--- src/rtl/mem_lsu_pkg.sv ---
// Shared definitions for the load/store unit: access sizes, FSM states and
// the access-legality rule used by both the FSM and the reference of lanes.
package mem_lsu_pkg;

    localparam logic [1:0] SZ_BYTE    = 2'b00;
    localparam logic [1:0] SZ_HALF    = 2'b01;
    localparam logic [1:0] SZ_WORD    = 2'b10;
    localparam logic [1:0] SZ_ILLEGAL = 2'b11;

    typedef enum logic [1:0] {
        IDLE      = 2'b00,
        LOAD_WAIT = 2'b01,
        RESP      = 2'b10
    } lsu_state_e;

    // A request is rejected when its size is illegal or its offset is not
    // naturally aligned for that size.
    function automatic logic access_err(input logic [1:0] size, input logic [1:0] off);
        logic err;
        case (size)
            SZ_BYTE: err = 1'b0;
            SZ_HALF: err = off[0];
            SZ_WORD: err = (off != 2'b00);
            default: err = 1'b1;
        endcase
        return err;
    endfunction

endpackage

--- src/rtl/mem_lsu_align.sv ---
// Byte-lane steering for the LSU: store byte enables and data replication,
// and load lane extraction with sign or zero extension.
module mem_lsu_align
    import mem_lsu_pkg::*;
(
    input  logic [1:0]  st_size_i,
    input  logic [1:0]  st_off_i,
    input  logic [31:0] st_wdata_i,
    output logic [3:0]  st_be_o,
    output logic [31:0] st_din_o,
    input  logic [1:0]  ld_size_i,
    input  logic [1:0]  ld_off_i,
    input  logic        ld_unsigned_i,
    input  logic [31:0] ld_raw_i,
    output logic [31:0] ld_data_o
);

    logic [7:0]  ld_byte_s;
    logic [15:0] ld_half_s;
    logic        ld_sign_s;

    // Store side: lanes selected by size and offset, data replicated to all lanes.
    always_comb begin
        st_be_o  = 4'b0000;
        st_din_o = st_wdata_i;
        case (st_size_i)
            SZ_BYTE: begin
                st_be_o  = 4'b0001 << st_off_i;
                st_din_o = {4{st_wdata_i[7:0]}};
            end
            SZ_HALF: begin
                st_be_o  = st_off_i[1] ? 4'b1100 : 4'b0011;
                st_din_o = {2{st_wdata_i[15:0]}};
            end
            SZ_WORD: begin
                st_be_o  = 4'b1111;
                st_din_o = st_wdata_i;
            end
            default: begin
                st_be_o  = 4'b0000;
                st_din_o = st_wdata_i;
            end
        endcase
    end

    // Load side: pick the addressed lane, then extend to the full word.
    always_comb begin
        case (ld_off_i)
            2'b00:   ld_byte_s = ld_raw_i[7:0];
            2'b01:   ld_byte_s = ld_raw_i[15:8];
            2'b10:   ld_byte_s = ld_raw_i[23:16];
            default: ld_byte_s = ld_raw_i[31:24];
        endcase
        ld_half_s = ld_off_i[1] ? ld_raw_i[31:16] : ld_raw_i[15:0];
        ld_sign_s = 1'b0;
        case (ld_size_i)
            SZ_BYTE: begin
                ld_sign_s = ~ld_unsigned_i & ld_byte_s[7];
                ld_data_o = {{24{ld_sign_s}}, ld_byte_s};
            end
            SZ_HALF: begin
                ld_sign_s = ~ld_unsigned_i & ld_half_s[15];
                ld_data_o = {{16{ld_sign_s}}, ld_half_s};
            end
            default: begin
                ld_data_o = ld_raw_i;
            end
        endcase
    end

endmodule

--- src/rtl/mem_lsu.sv ---
// Load/store initiator for a byte-enabled word RAM with 1-cycle read latency.
// Holds the request FSM and the registered response; lane logic is in mem_lsu_align.
module mem_lsu
    import mem_lsu_pkg::*;
#(
    parameter int ADDR_WIDTH = 12,
    parameter int DATA_WIDTH = 32
) (
    input  logic                  clk_i,
    input  logic                  rst_ni,
    input  logic                  req_valid_i,
    output logic                  req_ready_o,
    input  logic                  req_we_i,
    input  logic [ADDR_WIDTH+1:0] req_addr_i,
    input  logic [1:0]            req_size_i,
    input  logic                  req_unsigned_i,
    input  logic [DATA_WIDTH-1:0] req_wdata_i,
    output logic                  rsp_valid_o,
    output logic [DATA_WIDTH-1:0] rsp_rdata_o,
    output logic                  rsp_err_o,
    output logic [ADDR_WIDTH-1:0] mem_addr_o,
    output logic [DATA_WIDTH-1:0] mem_din_o,
    output logic                  mem_we_o,
    output logic                  mem_be0_o,
    output logic                  mem_be1_o,
    output logic                  mem_be2_o,
    output logic                  mem_be3_o,
    input  logic [DATA_WIDTH-1:0] mem_dout_i
);

    if (DATA_WIDTH != 32) begin : g_bad_data_width
        $error("mem_lsu: DATA_WIDTH must be 32");
    end

    lsu_state_e  state_q, state_d;
    logic        rsp_valid_q, rsp_valid_d;
    logic        rsp_err_q, rsp_err_d;
    logic [31:0] rsp_rdata_q, rsp_rdata_d;
    logic [1:0]  ld_off_q, ld_off_d;
    logic [1:0]  ld_size_q, ld_size_d;
    logic        ld_unsigned_q, ld_unsigned_d;

    logic        accept_s;
    logic        req_err_s;
    logic [3:0]  st_be_s;
    logic [31:0] st_din_s;
    logic [31:0] ld_data_s;

    assign req_err_s = access_err(req_size_i, req_addr_i[1:0]);

    mem_lsu_align u_align (
        .st_size_i     (req_size_i),
        .st_off_i      (req_addr_i[1:0]),
        .st_wdata_i    (req_wdata_i),
        .st_be_o       (st_be_s),
        .st_din_o      (st_din_s),
        .ld_size_i     (ld_size_q),
        .ld_off_i      (ld_off_q),
        .ld_unsigned_i (ld_unsigned_q),
        .ld_raw_i      (mem_dout_i),
        .ld_data_o     (ld_data_s)
    );

    // State register.
    always_ff @(posedge clk_i or negedge rst_ni) begin
        if (!rst_ni) begin
            state_q <= IDLE;
        end else begin
            state_q <= state_d;
        end
    end

    // Next-state: stores and errors answer directly, loads wait one RAM cycle.
    always_comb begin
        state_d = state_q;
        case (state_q)
            IDLE: begin
                if (accept_s) begin
                    state_d = (req_we_i || req_err_s) ? RESP : LOAD_WAIT;
                end else begin
                    state_d = IDLE;
                end
            end
            LOAD_WAIT: state_d = RESP;
            RESP:      state_d = IDLE;
            default:   state_d = IDLE;
        endcase
    end

    // Outputs: RAM controls are combinational from the accepted request;
    // ready is held low while reset is asserted.
    always_comb begin
        req_ready_o   = rst_ni && (state_q == IDLE);
        accept_s      = req_valid_i && req_ready_o;
        mem_addr_o    = req_addr_i[ADDR_WIDTH+1:2];
        mem_din_o     = st_din_s;
        mem_we_o      = accept_s && req_we_i && !req_err_s;
        {mem_be3_o, mem_be2_o, mem_be1_o, mem_be0_o} =
            (accept_s && !req_err_s) ? st_be_s : 4'b0000;

        rsp_valid_d   = (state_d == RESP);
        rsp_err_d     = 1'b0;
        rsp_rdata_d   = rsp_rdata_q;
        ld_off_d      = ld_off_q;
        ld_size_d     = ld_size_q;
        ld_unsigned_d = ld_unsigned_q;
        case (state_q)
            IDLE: begin
                if (accept_s && (req_we_i || req_err_s)) begin
                    rsp_err_d   = req_err_s;
                    rsp_rdata_d = 32'd0;
                end else if (accept_s) begin
                    ld_off_d      = req_addr_i[1:0];
                    ld_size_d     = req_size_i;
                    ld_unsigned_d = req_unsigned_i;
                end else begin
                    rsp_rdata_d = rsp_rdata_q;
                end
            end
            LOAD_WAIT: rsp_rdata_d = ld_data_s;
            default:   rsp_rdata_d = rsp_rdata_q;
        endcase

        rsp_valid_o = rsp_valid_q;
        rsp_err_o   = rsp_err_q;
        rsp_rdata_o = rsp_rdata_q;
    end

    // Response and latched load-request registers.
    always_ff @(posedge clk_i or negedge rst_ni) begin
        if (!rst_ni) begin
            rsp_valid_q   <= 1'b0;
            rsp_err_q     <= 1'b0;
            rsp_rdata_q   <= 32'd0;
            ld_off_q      <= 2'b00;
            ld_size_q     <= SZ_BYTE;
            ld_unsigned_q <= 1'b0;
        end else begin
            rsp_valid_q   <= rsp_valid_d;
            rsp_err_q     <= rsp_err_d;
            rsp_rdata_q   <= rsp_rdata_d;
            ld_off_q      <= ld_off_d;
            ld_size_q     <= ld_size_d;
            ld_unsigned_q <= ld_unsigned_d;
        end
    end

endmodule

--- config.mk ---
export PLATFORM = sky130hd
export DESIGN_NAME = mem_lsu
export DESIGN_NICKNAME = d
export VERILOG_FILES = /design/src/rtl/mem_lsu_pkg.sv /design/src/rtl/mem_lsu_align.sv /design/src/rtl/mem_lsu.sv
export SDC_FILE = /design/constraint.sdc
export NUM_CORES = 1
export LEC_CHECK = 0
export CAP_MARGIN = 20
export CORE_MARGIN = 1
export CORE_UTILIZATION = 38
export CTS_CLUSTER_SIZE = 10
export DETAILED_ROUTE_END_ITERATION = 6
export GPL_ROUTABILITY_DRIVEN = 0
export GPL_TIMING_DRIVEN = 0
export PLACE_DENSITY_LB_ADDON = 0.2
export SKIP_CTS_REPAIR_TIMING = 1
export SLEW_MARGIN = 20
export SYNTH_ARGS = -nofsm -noshare
export SYNTH_HDL_FRONTEND = slang
export SYNTH_SLANG_ARGS = --single-unit
--- constraint.sdc ---
create_clock -name clk_i -period 3.12 [get_ports clk_i]
set_input_delay 0.936 -clock clk_i [delete_from_list [all_inputs] [get_ports clk_i]]
set_output_delay 0.936 -clock clk_i [all_outputs]
set_load 0.01 [all_outputs]
Word level (Yosys, flattened, before mapping)
Cells that the tools add are included.
{ "classes": {"n_eq_ne": 8, "shift": 1, "muxes": 15, "bitwise_logic": 4, "reduce_logical": 16} }
{ "op_table": {"columns": ["operator", "count"], "rows": [
  ["$pmux W32 S2", 3],
  ["$mux W32", 1],
  ["$pmux W8 S3", 1],
  ["$mux W16", 1],
  ["$pmux W4 S3", 1],
  ["$eq A2 B1 Y1 const B", 4],
  ["$logic_not A2 Y1", 4],
  ["$mux W4", 2],
  ["$eq A2 B2 Y1 const B", 3],
  ["$logic_and A1 B1 Y1", 6],
  ["$mux W2", 2],
  ["$pmux W2 S2", 1],
  ["$reduce_bool A2 Y1", 2],
  ["$shl A1 B2 Y4 const A", 1],
  ["$pmux W1 S3", 1],
  ["$reduce_and A3 Y1", 1],
  ["$and A1 B1 Y1", 2],
  ["$mux W1", 2],
  ["$ne A2 B1 Y1 const B", 1],
  ["$not A1 Y1", 2],
  ["$reduce_and A2 Y1", 1],
  ["$logic_not A1 Y1", 1],
  ["$logic_or A1 B1 Y1", 1]
]} }
{ "word_totals": {"ff_bits": 41, "in_bits": 85, "out_inout_bits": 84, "wordCells": 51} }

Logic depth before layout (Yosys ltp)
{ "depth": {"ltp_word": 7, "depth_mapped": 7, "depth_no_buf": 4} }

By module
Synthesis repeated with hierarchy kept, for this count alone.
{ "hier_totals": {"cells_unflattened": 337, "area_unflattened_um2": 3196.8} }
{ "by_module_without_submodules": {"columns": ["mod", "instances", "cells_per_inst", "area_per_inst_um2", "seq_area_each_um2"], "rows": [
  ["mem_lsu", 1, 151, 1891.8, 1026.0],
  ["mem_lsu_align", 1, 186, 1305.0, 0.0]
]} }

Worst setup path after synthesis
Ideal clock, no wire load.
{ "synth_path": {"kind": "input to output", "startpoint": "input req_size_i[1]", "endpoint": "output mem_be0_o", "arrival_ps": 1993, "required_ps": 2184, "path_slack_ps": 191, "path_stages": 3, "path_buffers": 2, "cell_sequence": "clkbuf_1 -> clkbuf_1 -> a2111oi_0"} }
{ "synth_between": {"elab_chain_cells": 5, "word_cells_on_any_way": 8, "cone_classes": "2 x eq/ne; 3 x mux; 3 x reduce/logical"} }
{ "synth_rtl": {"columns": ["item", "line_no", "source"], "rows": [
  ["start, declared", "mem_lsu.sv:15", "input logic [1:0] req_size_i,"],
  ["$eq A2 B2 Y1, or another cell as far along", "mem_lsu_pkg.sv:20, mem_lsu_align.sv:26", null],
  ["$pmux W1 S3", "mem_lsu_pkg.sv:20", "case (size)"],
  ["$logic_not A1 Y1", "mem_lsu.sv:99", "(accept_s && !req_err_s) ? st_be_s : 4'b0000;"],
  ["$logic_and A1 B1 Y1", "mem_lsu.sv:99", null],
  ["$mux W4 (*)", "mem_lsu.sv:99", null],
  ["end, declared", "mem_lsu.sv:24", "output logic mem_be0_o,"]
]} }
Mark *: on every way between the ends. The rest lies on a longest branch, timed or not.

Worst setup path in the final report
{ "layout_path": {"startpoint": "input req_valid_i", "endpoint": "output mem_be0_o"} }
{ "layout_between": {"elab_chain_cells": 3} }
{ "layout_rtl": {"columns": ["item", "line_no", "source"], "rows": [
  ["start, declared", "mem_lsu.sv:11", "input logic req_valid_i,"],
  ["$logic_and A1 B1 Y1", "mem_lsu.sv:94", "accept_s = req_valid_i && req_ready_o;"],
  ["$logic_and A1 B1 Y1", "mem_lsu.sv:99", null],
  ["$mux W4", "mem_lsu.sv:99", null]
]} }
No other way between the ends.

==> results.txt <==
----------------------------------------------------
[Outcome]
  Status ... finished, violations left
  Violations in the final reports ... negative setup slack

[Routing]
  Number of routed nets with antenna violations ... 0
  Overall routed net length ... 9.187 mm
  DR DRC count ... 0
  Detailed-routing iteration count for the pre-antenna-repair pass ... 5
  Vias after detailed routing ... 2891
  Drt via density ... 5.364
  First-iteration detailed-routing DRC count ... 136
  Routed length per instance ... 17.04 microns

[STA]
  Number of hold violations in the final report ... 0
  Post-route minimum period ... 3189 ps
  Largest clock skew in the final design ... 11.41 ps
  Period utilization ... 102.2%
  Post-route worst setup slack ... -69.44 ps
  WHS ... 456.5 ps
  Total of endpoints with negative setup slack in the final report ... 1
  Worst rel slew slack ... roughly 66%
  Final Max Slew Viols ... 0
  Worst slew pin tran ... 508.5 ps
  Unrepaired setup endpoints after global routing ... yes
  Fmax ... 313.5 MHz

[Critical path]
  Critical R2R Launch ... state_q[0]
  Kind of launch point of the worst setup path ... input port
  Worst Setup End Kind ... output port
  Launching instance or port of the critical path ... req_valid_i
  CP peak stage delay ... about 470 ps
  Cell with the biggest individual delay on the critical path ... clkdlybuf4s50_1
  Maximum fanout along the worst path ... 8
  Data arrival time of the critical path ... between 2000 and 2500 ps
  Sequence of cells on the critical path ... clkdlybuf4s50_1 > nand4bb_1 > buf_2 > a2111oi_1 > dlymetal6s2s_1
  Worst EP required ... 2180 ps
  Critical setup path kind ... in2out

[Synth]
  Ys Warns ... 0
  Top cell type's share of synthesized area ... 37.07%
  Post-synthesis sequential area ratio ... 37.07%
  Area of the mapped netlist ... 2768 sq um
  Synthesized netlist cell count ... 274
  Share of flip-flops with an asynchronous set or reset ... 100.0%
  Post-synthesis cell type count ... 44
  Number of enable-type register cells in the synthesized netlist ... 0
  Total nets after synthesis ... ~360
  Synthesized area divided by synthesized cell count ... slightly above 10 sq um
  Total of flip-flops plus latches after synthesis ... 41
  Most used DFF post-synth ... dfrtp_1
  Top cells by area in the synthesized netlist ... dfrtp_1 37%, mux2_2 9.0%, a221o_1 8.3%
  Largest area contributor in the netlist ... dfrtp_1

[Clock network]
  Number of buffers created by CTS ... 5
  Clk Tree Root Cell ... clkbuf_8
  Buffer depth of the longest clock path ... 2
  H-Tree Depth ... 2
  TritonCTS clock tree ... yes
  Clock net sink count ... approximately 40
  Post-CTS clock slew at the launch and capture registers of the worst setup and hold paths ... 90 ps
  Source-to-sink clock delay at the later pin of the worst-skew pair ... 300 ps

[Floorplanning]
  Overall die width ... ~87 microns
  Number of ports placed on the die boundary ... 169
  Core region area ... between 6000 and 7000 sq um
  Initial Utilization ... 40.07%
  Full die area ... 7628 sq um
  Die Y ... 87.34 microns
  Count of standard-cell rows ... 30

[Power]
  Static Leakage ... between 2 and 2.5 nW
  Max rail drop VDD ... around 250 uV
  Total power divided by cell area ... 454.3 nW/um^2
  Post-layout power ... ~0.0022 W

[Global route]
  Wire length of the first global-routing pass ... 14.25 mm
  Total grt overflow ... 0
  Number of global-route vias before repair ... 2805
  Aggregate global-route resource usage ... 24.58%
  Largest net degree at the start of global routing ... 29
  Initial antenna violation count ... 0

[Final layout]
  Layout Nets ... 527
  Share of layout cells above drive strength 1 ... 18.74%
  Most frequent standard cell in the layout excluding fill and tap cells ... clkdlybuf4s50_1
  Area added between synthesis and finish ... 71.38%
  Final core utilization ... slightly below 70%
  Register area ... approximately 1000 sq um
  Commonest cells after routing, fill and taps aside ... 125 x clkdlybuf4s50_1, 41 x dfrtp_1, 27 x buf_4, 27 x dlymetal6s2s_1, 23 x a221o_1
  Diode count ... 0
  Multi-input gate area in the final layout ... 1445 sq um
  Number of fillers in the final layout ... 573
  Layout Cell Area excl Fill ... 4743 sq um

[Placed design]
  Post-detailed-placement half-perimeter wirelength ... between 7 and 8 mm
  IO buf count ... 153
  Cell area after placement ... about 4400 sq um

[Worst hold path]
  Classification of the worst-slack hold path ... in2async

[Run]
  Reported max-cap violation count ... 0

----------------------------------------------------
layout make-up:
type,count,share of cell area [%]
Inverter,5,0.3957
Buffer,47,6.357
Clock buffer,5,1.451
Clock inverter,3,1.372
Tap cell,96,2.532
Multi-Input combinational cell,181,30.47
Sequential cell,41,21.63
Timing Repair Buffer,161,35.80
metrics by stage:
step                worst slack, ps  instances  setup TNS [ps]
floorplan                     191.5        274               0
global route                 -137.1        539          -150.3
finish                       -69.44        539          -69.44
global placement              -1847        523          -61400
CTS                          -687.5        532          -11780
detailed placement           -684.8        524          -11640
worst max-delay path, delay by kind of cell:
kind | cells | cell delay, ps
AOI/OAI and AO/OA | 1 | 300
and+or+nand+nor | 1 | 130
buffers and inverters | 3 | 890
layer usage:
layer	global-route usage (%)	vias up	wire, microns	part of all wire [%]
met5	0	-	0	0
met3	5.877	14	769	8.4
met1	30.30	1357	3644	40
li1	-	1368	-	-
met4	7.750	0	179	1.9
met2	42.26	152	4594	50
Yosys cell counts, drive strengths merged, types with 3 or more instances:
library cell	count
a21oi	10
mux2	22
and2	3
mux2i	8
buf	35
nor2b	10
a22o	8
a221o	23
o21ai	12
o31ai	6
dfrtp	41
inv	5
nand2	11
o2bb2ai	6
nand2b	3
a21o	8
nand3b	6
nor3	5
nor2	5
a211o	7
nor3b	9
a221oi	3
clkbuf	12
power by group:
group | internal [W] | total (W) | switching, W
registers | 0.000625 | 0.000691 | 0.0000664
clock network | 0.000318 | 0.000509 | 0.000191
logic | 0.000525 | 0.000955 | 0.000430
flip-flops by register name (all words and copies together), names as in the netlist:
name	flops
ld_off_q	2
ld_size_q	2
ld_unsigned_q	1
rsp_err_o	1
rsp_rdata_o	32
rsp_valid_o	1
state_q	2
path summary, 6_finish.rpt:
path | end | depth (start not counted) | slack (ps)
max | mem_be0_o | 5 | -70
min | rsp_rdata_o[17] | 1 | 460
max reg2reg | rsp_rdata_o[12] | 7 | 1170
min reg2reg | rsp_rdata_o[3] | 1 | 500
max in group asynchronous | ld_off_q[0] | 2 | 2290
min in group clk_i | rsp_rdata_o[3] | 1 | 500
cells by family (layout without fill, tap and decap cells):
group | count (synthesis) | after routing | share of synthesized area (%)
AO/OA/AOI/OAI | 90 | 90 | 25.68
AND/OR/NAND/NOR | 59 | 59 | 13.25
buffers and inverters | 52 | 221 | 11.03
flip-flops | 41 | 41 | 37.07
multiplexers | 31 | 31 | 12.66
XOR/XNOR | 1 | 1 | 0.3165
Power figures use the tool's default switching activity.
